<file path="config.mk">
export PLATFORM = sky130hd
export DESIGN_NAME = multicycle_ctrl
export DESIGN_NICKNAME = d
export VERILOG_FILES = /design/src/rtl/mips_pkg.sv /design/src/rtl/opcode_class.sv /design/src/rtl/multicycle_ctrl.sv
export SDC_FILE = /design/constraint.sdc
export NUM_CORES = 1
export LEC_CHECK = 0
export CELL_PAD_IN_SITES_DETAIL_PLACEMENT = 0
export CELL_PAD_IN_SITES_GLOBAL_PLACEMENT = 1
export CORE_ASPECT_RATIO = 2
export CORE_MARGIN = 8
export CORE_UTILIZATION = 39
export DETAILED_ROUTE_END_ITERATION = 8
export PLACE_DENSITY_LB_ADDON = 0.1
export SYNTH_ARGS = -nofsm -noshare
export SYNTH_HDL_FRONTEND = slang
export SYNTH_SLANG_ARGS = --single-unit
</file>
<file path="constraint.sdc">
create_clock -name clk -period 2.3 [get_ports clk]
set_input_delay 0.46 -clock clk [delete_from_list [all_inputs] [get_ports clk]]
set_output_delay 0.46 -clock clk [all_outputs]
set_load 0.02 [all_outputs]
</file>
<file path="src/rtl/mips_pkg.sv">
// Shared opcode encodings, controller state and PC-source types for the multi-cycle MIPS control path.
package mips_pkg;

  localparam logic [5:0] OP_RTYPE = 6'b000000;
  localparam logic [5:0] OP_ADDI  = 6'b001000;
  localparam logic [5:0] OP_LW    = 6'b100011;
  localparam logic [5:0] OP_SW    = 6'b101011;
  localparam logic [5:0] OP_BEQ   = 6'b000100;
  localparam logic [5:0] OP_J     = 6'b000010;

  typedef enum logic [2:0] {
    S_FETCH, S_DECODE, S_EXEC, S_MEM, S_WB, S_TRAP
  } ctrl_state_t;

  typedef enum logic [1:0] {
    PC_PLUS4  = 2'b00,
    PC_BRANCH = 2'b01,
    PC_JUMP   = 2'b10
  } pcsrc_t;

  typedef struct packed {
    logic is_r;
    logic is_addi;
    logic is_lw;
    logic is_sw;
    logic is_beq;
    logic is_j;
    logic legal;
  } op_class_t;

endpackage

</file>
<file path="src/rtl/opcode_class.sv">
// Combinational opcode classifier: one-hot instruction class plus a legal flag.
module opcode_class
  import mips_pkg::*;
(
  input  logic [5:0] opcode,
  output op_class_t  cls
);

  // Match the opcode against the supported instruction set.
  always_comb begin
    cls         = '0;
    cls.is_r    = (opcode == OP_RTYPE);
    cls.is_addi = (opcode == OP_ADDI);
    cls.is_lw   = (opcode == OP_LW);
    cls.is_sw   = (opcode == OP_SW);
    cls.is_beq  = (opcode == OP_BEQ);
    cls.is_j    = (opcode == OP_J);
    cls.legal   = cls.is_r | cls.is_addi | cls.is_lw | cls.is_sw | cls.is_beq | cls.is_j;
  end

endmodule

</file>
<file path="src/rtl/multicycle_ctrl.sv">
// Multi-cycle MIPS sequencer: FETCH/DECODE/EXEC/MEM/WB FSM with memory wait timeout and sticky traps.
module multicycle_ctrl
  import mips_pkg::*;
#(
  parameter int TIMEOUT_CYCLES = 255
) (
  input  logic       clk,
  input  logic       rst_n,
  input  logic [5:0] opcode,
  input  logic       zero,
  input  logic       mem_ready,
  output logic       mem_req,
  output logic       memread,
  output logic       memwrite,
  output logic       ir_write,
  output logic       pc_write,
  output logic [1:0] pcsrc,
  output logic       regdest,
  output logic       regwrite,
  output logic       alusrc,
  output logic       memtoreg,
  output logic       instr_done,
  output logic       illegal_op,
  output logic       bus_err
);

  localparam int CNT_W = $clog2(TIMEOUT_CYCLES + 1);
  localparam logic [CNT_W-1:0] TMO_VAL = CNT_W'(TIMEOUT_CYCLES);

  ctrl_state_t      state, nxt;
  logic [5:0]       op_q;
  logic [5:0]       op_sel;
  op_class_t        cls;
  logic [CNT_W-1:0] cnt, cnt_inc;
  logic             tmo;
  logic             ill_q, bus_q;
  logic             set_ill, set_bus;

  // Raw strobes before reset gating
  logic   mem_req_c, memread_c, memwrite_c, ir_write_c, pc_write_c;
  logic   regdest_c, regwrite_c, alusrc_c, memtoreg_c, done_c;
  pcsrc_t pc_sel;

  // DECODE classifies the live IR; afterwards the latched copy drives the instruction.
  assign op_sel = (state == S_DECODE) ? opcode : op_q;

  opcode_class u_cls (
    .opcode (op_sel),
    .cls    (cls)
  );

  // This wait cycle is the last one allowed; a ready in it still wins.
  assign cnt_inc = cnt + 1'b1;
  assign tmo     = (cnt_inc == TMO_VAL);

  // Next-state and strobe decode from current state (zero only matters in EXEC for beq).
  always_comb begin
    nxt        = state;
    mem_req_c  = 1'b0;
    memread_c  = 1'b0;
    memwrite_c = 1'b0;
    ir_write_c = 1'b0;
    pc_write_c = 1'b0;
    pc_sel     = PC_PLUS4;
    regdest_c  = 1'b0;
    regwrite_c = 1'b0;
    alusrc_c   = 1'b0;
    memtoreg_c = 1'b0;
    done_c     = 1'b0;
    set_ill    = 1'b0;
    set_bus    = 1'b0;
    case (state)
      S_FETCH: begin
        mem_req_c = 1'b1;
        memread_c = 1'b1;
        if (mem_ready) begin
          ir_write_c = 1'b1;
          pc_write_c = 1'b1;
          nxt        = S_DECODE;
        end else if (tmo) begin
          set_bus = 1'b1;
          nxt     = S_TRAP;
        end
      end
      S_DECODE: begin
        if (cls.legal) nxt = S_EXEC;
        else begin
          set_ill = 1'b1;
          nxt     = S_TRAP;
        end
      end
      S_EXEC: begin
        alusrc_c = cls.is_addi | cls.is_lw | cls.is_sw;
        if (cls.is_r || cls.is_addi) nxt = S_WB;
        else if (cls.is_lw || cls.is_sw) nxt = S_MEM;
        else if (cls.is_beq) begin
          pc_sel     = PC_BRANCH;
          pc_write_c = zero;
          done_c     = 1'b1;
          nxt        = S_FETCH;
        end else begin
          pc_sel     = PC_JUMP;
          pc_write_c = 1'b1;
          done_c     = 1'b1;
          nxt        = S_FETCH;
        end
      end
      S_MEM: begin
        alusrc_c   = 1'b1;
        mem_req_c  = 1'b1;
        memread_c  = cls.is_lw;
        memwrite_c = cls.is_sw;
        if (mem_ready) begin
          if (cls.is_lw) nxt = S_WB;
          else begin
            done_c = 1'b1;
            nxt    = S_FETCH;
          end
        end else if (tmo) begin
          set_bus = 1'b1;
          nxt     = S_TRAP;
        end
      end
      S_WB: begin
        regwrite_c = 1'b1;
        regdest_c  = cls.is_r;
        memtoreg_c = cls.is_lw;
        alusrc_c   = cls.is_addi | cls.is_lw;
        done_c     = 1'b1;
        nxt        = S_FETCH;
      end
      S_TRAP:  nxt = S_TRAP;
      default: nxt = S_TRAP;
    endcase
  end

  // State register.
  always_ff @(posedge clk) begin
    if (!rst_n) state <= S_FETCH;
    else        state <= nxt;
  end

  // Capture the opcode once, at DECODE.
  always_ff @(posedge clk) begin
    if (!rst_n)                 op_q <= '0;
    else if (state == S_DECODE) op_q <= opcode;
  end

  // Wait counter: restarts on every state change, counts stalled request cycles.
  always_ff @(posedge clk) begin
    if (!rst_n || (nxt != state)) cnt <= '0;
    else if (mem_req_c)           cnt <= cnt_inc;
  end

  // Sticky trap causes.
  always_ff @(posedge clk) begin
    if (!rst_n) begin
      ill_q <= 1'b0;
      bus_q <= 1'b0;
    end else begin
      if (set_ill) ill_q <= 1'b1;
      if (set_bus) bus_q <= 1'b1;
    end
  end

  // Everything is forced low while reset is held, including stale flags.
  assign mem_req    = rst_n ? mem_req_c  : 1'b0;
  assign memread    = rst_n ? memread_c  : 1'b0;
  assign memwrite   = rst_n ? memwrite_c : 1'b0;
  assign ir_write   = rst_n ? ir_write_c : 1'b0;
  assign pc_write   = rst_n ? pc_write_c : 1'b0;
  assign pcsrc      = rst_n ? pc_sel     : 2'b00;
  assign regdest    = rst_n ? regdest_c  : 1'b0;
  assign regwrite   = rst_n ? regwrite_c : 1'b0;
  assign alusrc     = rst_n ? alusrc_c   : 1'b0;
  assign memtoreg   = rst_n ? memtoreg_c : 1'b0;
  assign instr_done = rst_n ? done_c     : 1'b0;
  assign illegal_op = rst_n ? ill_q      : 1'b0;
  assign bus_err    = rst_n ? bus_q      : 1'b0;

endmodule

</file>
==> Yosys cells after proc, flatten, opt, wreduce, memory -nomap -nowiden <==
Index checks and enable logic that the tools add are counted.
{ "classes": {"eq_ne": 11, "bitwise_logic": 7, "n_reduce_logical": 7, "addsub": 1, "muxes": 49} }
{ "op_table": {"columns": ["cell", "n"], "rows": [
  ["1-bit 2-to-1 mux", 31],
  ["3-bit 2-to-1 mux", 6],
  ["3-bit one-hot mux with 5 select lines", 1],
  ["6-bit == test, second input constant", 2],
  ["2-bit 2-to-1 mux", 6],
  ["8-bit by 1-bit adder with 8-bit output, second input constant", 1],
  ["8-bit == test, second input constant", 1],
  ["1-bit bitwise OR", 7],
  ["3-bit by 2-bit == test with 1-bit output, second input constant", 2],
  ["6-bit by 2-bit == test with 1-bit output, second input constant", 1],
  ["6-bit by 3-bit == test with 1-bit output, second input constant", 1],
  ["6-bit by 4-bit == test with 1-bit output, second input constant", 1],
  ["6-bit logical NOT", 1],
  ["6-bit 2-to-1 mux", 1],
  ["1-bit one-hot mux with 3 select lines", 2],
  ["1-bit one-hot mux with 2 select lines", 2],
  ["3-bit by 1-bit == test with 1-bit output, second input constant", 1],
  ["3-bit == test, second input constant", 1],
  ["3-bit logical NOT", 1],
  ["1-bit logical OR", 3],
  ["3-bit != test", 1],
  ["2-bit OR reduction", 1],
  ["1-bit logical NOT", 1]
]} }
{ "word_totals": {"wordCells": 80, "inputBits": 10, "out_inout_bits": 14, "regBits": 19} }

==> Longest topological paths before layout <==
{ "logic_depth": {"depth_word": 12, "depth_mapped": 8, "ltp_nobuf": 8} }

==> Cells and area by module <==
Synthesis repeated with hierarchy kept, for this count alone.
{ "unflattened": {"cells_unflattened": 172, "hier_area_um2": 1421.4} }
{ "modules_own_cells": {"columns": ["module", "seq_area_each_um2", "cells_each", "area_per_inst_um2", "instances"], "rows": [
  ["multicycle_ctrl", 380.4, 159, 1326.3, 1],
  ["opcode_class", 0.0, 13, 95.1, 1]
]} }

==> Worst setup path before layout <==
No wires, ideal clock.
{ "synth_timing": {"path_kind": "register -> output", "startpoint": "register state[1]", "endpoint": "output port pcsrc[0]", "slack_ps": -169, "stages_incl_launch_ff": 5, "required_ps": 1840, "path_buffers": 1, "t_arrival_ps": 2009, "path_cell_list": "dfxtp_1 > buf_2 > nor3b_4 > mux2_2 > nor4b_1"} }
{ "synth_between": {"elab_chain_cells": 8, "word_cells_on_any_way": 15, "classes_between": "eq/ne (6); mux (6); reduce/logical (3)"} }
{ "synth_rtl": {"columns": ["element", "line", "rtl"], "rows": [
  ["from (decl)", "multicycle_ctrl.sv:30", "ctrl_state_t state, nxt;"],
  ["from (signal assigned)", "multicycle_ctrl.sv:140", "else state <= nxt;"],
  ["3-bit by 1-bit == test with 1-bit output", "multicycle_ctrl.sv:45", "assign op_sel = (state == S_DECODE) ? opcode : op_q;"],
  ["6-bit 2-to-1 mux", null, null],
  ["6-bit by 3-bit == test with 1-bit output (tied with other cells)", "opcode_class.sv:16", "cls.is_beq = (opcode == OP_BEQ);"],
  ["2-bit 2-to-1 mux / 1-bit logical OR (equally long branches)", "multicycle_ctrl.sv:96, multicycle_ctrl.sv:95", null],
  ["2-bit 2-to-1 mux", "multicycle_ctrl.sv:95", "else if (cls.is_lw || cls.is_sw) nxt = S_MEM;"],
  ["2-bit 2-to-1 mux", "multicycle_ctrl.sv:94", "if (cls.is_r || cls.is_addi) nxt = S_WB;"],
  ["2-bit 2-to-1 mux (*)", "multicycle_ctrl.sv:72", "case (state)"],
  ["2-bit 2-to-1 mux (*)", "multicycle_ctrl.sv:172", "assign pcsrc = rst_n ? pc_sel : 2'b00;"],
  ["to (decl)", "multicycle_ctrl.sv:17", "output logic [1:0] pcsrc,"]
]} }
Mark *: on every way between the ends. The rest lies on a longest branch, timed or not.

==> Final worst setup path <==
{ "layout_timing": {"startpoint": "register state[2]", "endpoint": "output port instr_done"} }
{ "layout_between": {"elab_chain_cells": 8, "word_cells_on_any_way": 17, "classes_between": "eq/ne (7); mux (7); reduce/logical (3)"} }
{ "layout_rtl": {"columns": ["element", "line", "rtl"], "rows": [
  ["3-bit by 1-bit == test with 1-bit output", "multicycle_ctrl.sv:45", null],
  ["6-bit 2-to-1 mux", null, null],
  ["6-bit == test (on tied branches)", "opcode_class.sv:14, opcode_class.sv:15", null],
  ["1-bit logical OR", "multicycle_ctrl.sv:95", null],
  ["1-bit 2-to-1 mux", "multicycle_ctrl.sv:95", null],
  ["1-bit 2-to-1 mux", "multicycle_ctrl.sv:94", null],
  ["1-bit one-hot mux with 3 select lines (*)", "multicycle_ctrl.sv:72", null],
  ["1-bit 2-to-1 mux (*)", "multicycle_ctrl.sv:177", "assign instr_done = rst_n ? done_c : 1'b0;"],
  ["to (decl)", "multicycle_ctrl.sv:22", "output logic instr_done,"]
]} }
Marks and branches as above.

==> results.md <==
* Crit path capture type: output pin
* CP Class: reg -> out
* Final ANT Viol Nets at 0
* Post-synthesis average cell area at 8.09 um^2
* Die area at 6270 um^2
* Initial core utilization at 40.0%
* Die H at 104 um
* Crit path time final at 2460 ps
* Gr ovfl total at 0
* Reg2reg end: cnt[6]$_SDFFE_PP0N_
* First-pass iteration count of the detailed router at 4
* Max-cap viol count at 0
* Drt wl/cell at 16.5 um
* Nets at approximately 280
* Slew Limit Headroom at between 60% and 70%
* Gr usage total at between 10% and 20%
* Crit path launch: state[2]$_SDFF_PN0_
* Leak pwr at roughly 0.97 nW
* Top_reg_cell synth: dfxtp_1
* Critical path arrival at 2000 ps
* Register area share after synthesis at 25.0%
* First-pass GRT wire length at 8410 um
* Outcome: complete, but fails checks
* Post-DP HPWL at 4140 um
* Post-synth EDFFs at 0
* Worst Clk Skew at 6.51 ps
* Path depth of the worst reg2reg path at 7
* Yosys reg bits at 19
* CP max FO at 3
* Row count at 32
* PortBufs at 23
* VDD IR max at 0.000446 V
* Max-slew violation count at 0
* Place WS at -1070 ps
* Crit path capture: instr_done
* Crit path max-delay family: compound AO/OA/AOI/OAI gates
* CP bufs+invs at 2
* Die Width at roughly 60 um
* Synthesized Nets at 200
* GP Congestion at 0.865
* Setup Viol. Count Final at 7
* Highest clock rate at 407 MHz
* PwrDens at 823 nW/um^2
* Worst path depth at 7
* Failing checks: setup timing
* Worst-skew pair later-pin latency at around 270 ps
* Area Overhead vs Synth at 54.0%
* Final hold violations at 0
* Async set or reset register ratio after synthesis at 0%
* Most frequent cells in the layout: buf_4 (59), nand2_1 (21), dfxtp_1 (17)
* H-tree levels at 1
* RSZ-0062 raised after global routing: true
* Routed vias/inst at 5.45
* Tcrit/Tclk final at 107%
* WL final at about 5200 um
* Crit-path cells: buf_6 -> or3b_4 -> o31a_1 -> a32oi_1 -> o21ai_1 -> and2_1 -> buf_6
* CTS sink cnt at 19
* Post-Syn Area at 1520 um^2
* Setup TNS at -572 ps
* CTS Root Cell: clkbuf_8
* Worst-margin pin slew at approximately 460 ps
* Synth cell types at 59
* Via total after detailed routing at 1712
* Synth Warn # at 0
* Hold buffer count at CTS at 0
* DRC at 0
* Crit path max-delay cell type: or3b_4
* Clock tree buffer depth at 2
* DRT iter0 DRCs at 34
* Worst hold path class: reg -> reg
* CP Launch Type: flop
* Mapped Cells at about 190
* CTS tree: yes
* Layout cell share with drive strength beyond 1 at a little over two fifths
* Vias in the first global route at roughly 1.8k
* I/O pin count at 24
* CTS Buf Count at 3
* Setup WS post-layout at -156 ps
* Slowest cell delay on critical path at 380 ps
* Req. time, crit path at around 1800 ps
* FF-to-FF Start: state[2]$_SDFF_PN0_
* R2R setup slack at 90 ps
* Core Area at 3800 um^2
* Initial antenna violation count at 1
* Clock transition at path regs at 70 ps
* Commonest non-fill, non-tap cell in the layout: buf_4
* Critical path's most frequent cell: buf_6
* Largest net degree at the start of global routing at 19
[power breakdown]
part	total, W	internal (W)	switching [W]
Sequential	0.000432	0.000380	0.0000512
Clock	0.000241	0.000124	0.000117
Combinational	0.00125	0.000614	0.000640
Total	0.00193	0.00112	0.000808
[per-layer routing]
layer	vias to the layer above	wire [um]	GRT usage [%]
met5	-	0	0
met4	0	248	10.8
met3	17	132	2.11
met2	25	3170	35.1
met1	833	1640	14.2
li1	837	-	-
[worst min-delay path by stage]
stage                                   from                  to  slack [ps]  cells past startpoint
after global placement    op_q[1]$_SDFF_PN0_  op_q[1]$_SDFF_PN0_         510                      2
final                     op_q[1]$_SDFF_PN0_  op_q[1]$_SDFF_PN0_         540                      2
after CTS                 op_q[1]$_SDFF_PN0_  op_q[1]$_SDFF_PN0_         550                      2
after floorplan           ill_q$_SDFFE_PN0P_  ill_q$_SDFFE_PN0P_         420                      2
after detailed placement  op_q[1]$_SDFF_PN0_  op_q[1]$_SDFF_PN0_         520                      2
after global routing      op_q[1]$_SDFF_PN0_  op_q[1]$_SDFF_PN0_         590                      2
[stage by stage]
stage	power [W]	instance area, um^2	hold slack (ps)	utilization (%)	instances
after floorplan	0.00105	1540	419	-	188
after CTS	0.00189	2290	547	60.3	311
after global routing	0.00205	2340	590	61.5	314
final	0.00193	2340	539	61.5	314
after global placement	0.00151	2160	511	56.7	302
after detailed placement	0.00153	2160	525	56.7	302
[area by class of cell]
type                    count  area, um^2
fillers                   370        1460
multi-input cells         149        1160
repair buffers             81         656
flip-flops and latches     19         383
well taps                  51        63.8
clock buffers               4        45.0
inverters                   9        33.8
diodes                      1        2.50
[flip-flops by register name (all words and copies together), names as in the netlist]
register	cells
bus_q	1
state	3
op_q	6
cnt	8
ill_q	1
[synth_stat cells, drive strengths merged (4+ instances only)]
| cell | count | area share [%] |
|---|---|---|
| nor4b | 5 | 2.9 |
| and2 | 4 | 1.6 |
| nor2b | 6 | 2.5 |
| nor3 | 8 | 4.0 |
| inv | 9 | 2.2 |
| nand2 | 22 | 5.4 |
| dfxtp | 19 | 25 |
| a21oi | 8 | 2.9 |
| a21boi | 6 | 3.0 |
| o21ai | 7 | 2.3 |
| nor2 | 10 | 2.6 |
| clkbuf | 6 | 1.5 |
| nor4 | 5 | 2.1 |
| buf | 5 | 2.3 |
| xnor2 | 7 | 4.0 |
| nand3 | 12 | 4.0 |
| nand4 | 6 | 2.9 |
[cells by family after synthesis]
logic type               synth area share [%]
AND/OR/NAND/NOR                          37.5
AO/OA/AOI/OAI                            21.4
buffers and inverters                    6.01
flip-flops                               25.0
XOR/XNOR                                 4.03
multiplexers                             3.04
adder cells (fa/ha/maj)                  2.96
[worst reg2reg max path, cell delays in order (launching register included)]
cell      delay [ps]
dfxtp_2          330
or4_4            550
buf_4            150
nor3_2           160
nor2_2            80
a221oi_4         300
mux2i_4          420
nor4_1           100
[timing repair]
item,CTS,global route
gates cloned,0,0
gates resized for setup,87,17
pin swaps,12,14
buffers inserted,5,4
endpoints found under the setup margin,22,20
Power figures use the tool's default switching activity.
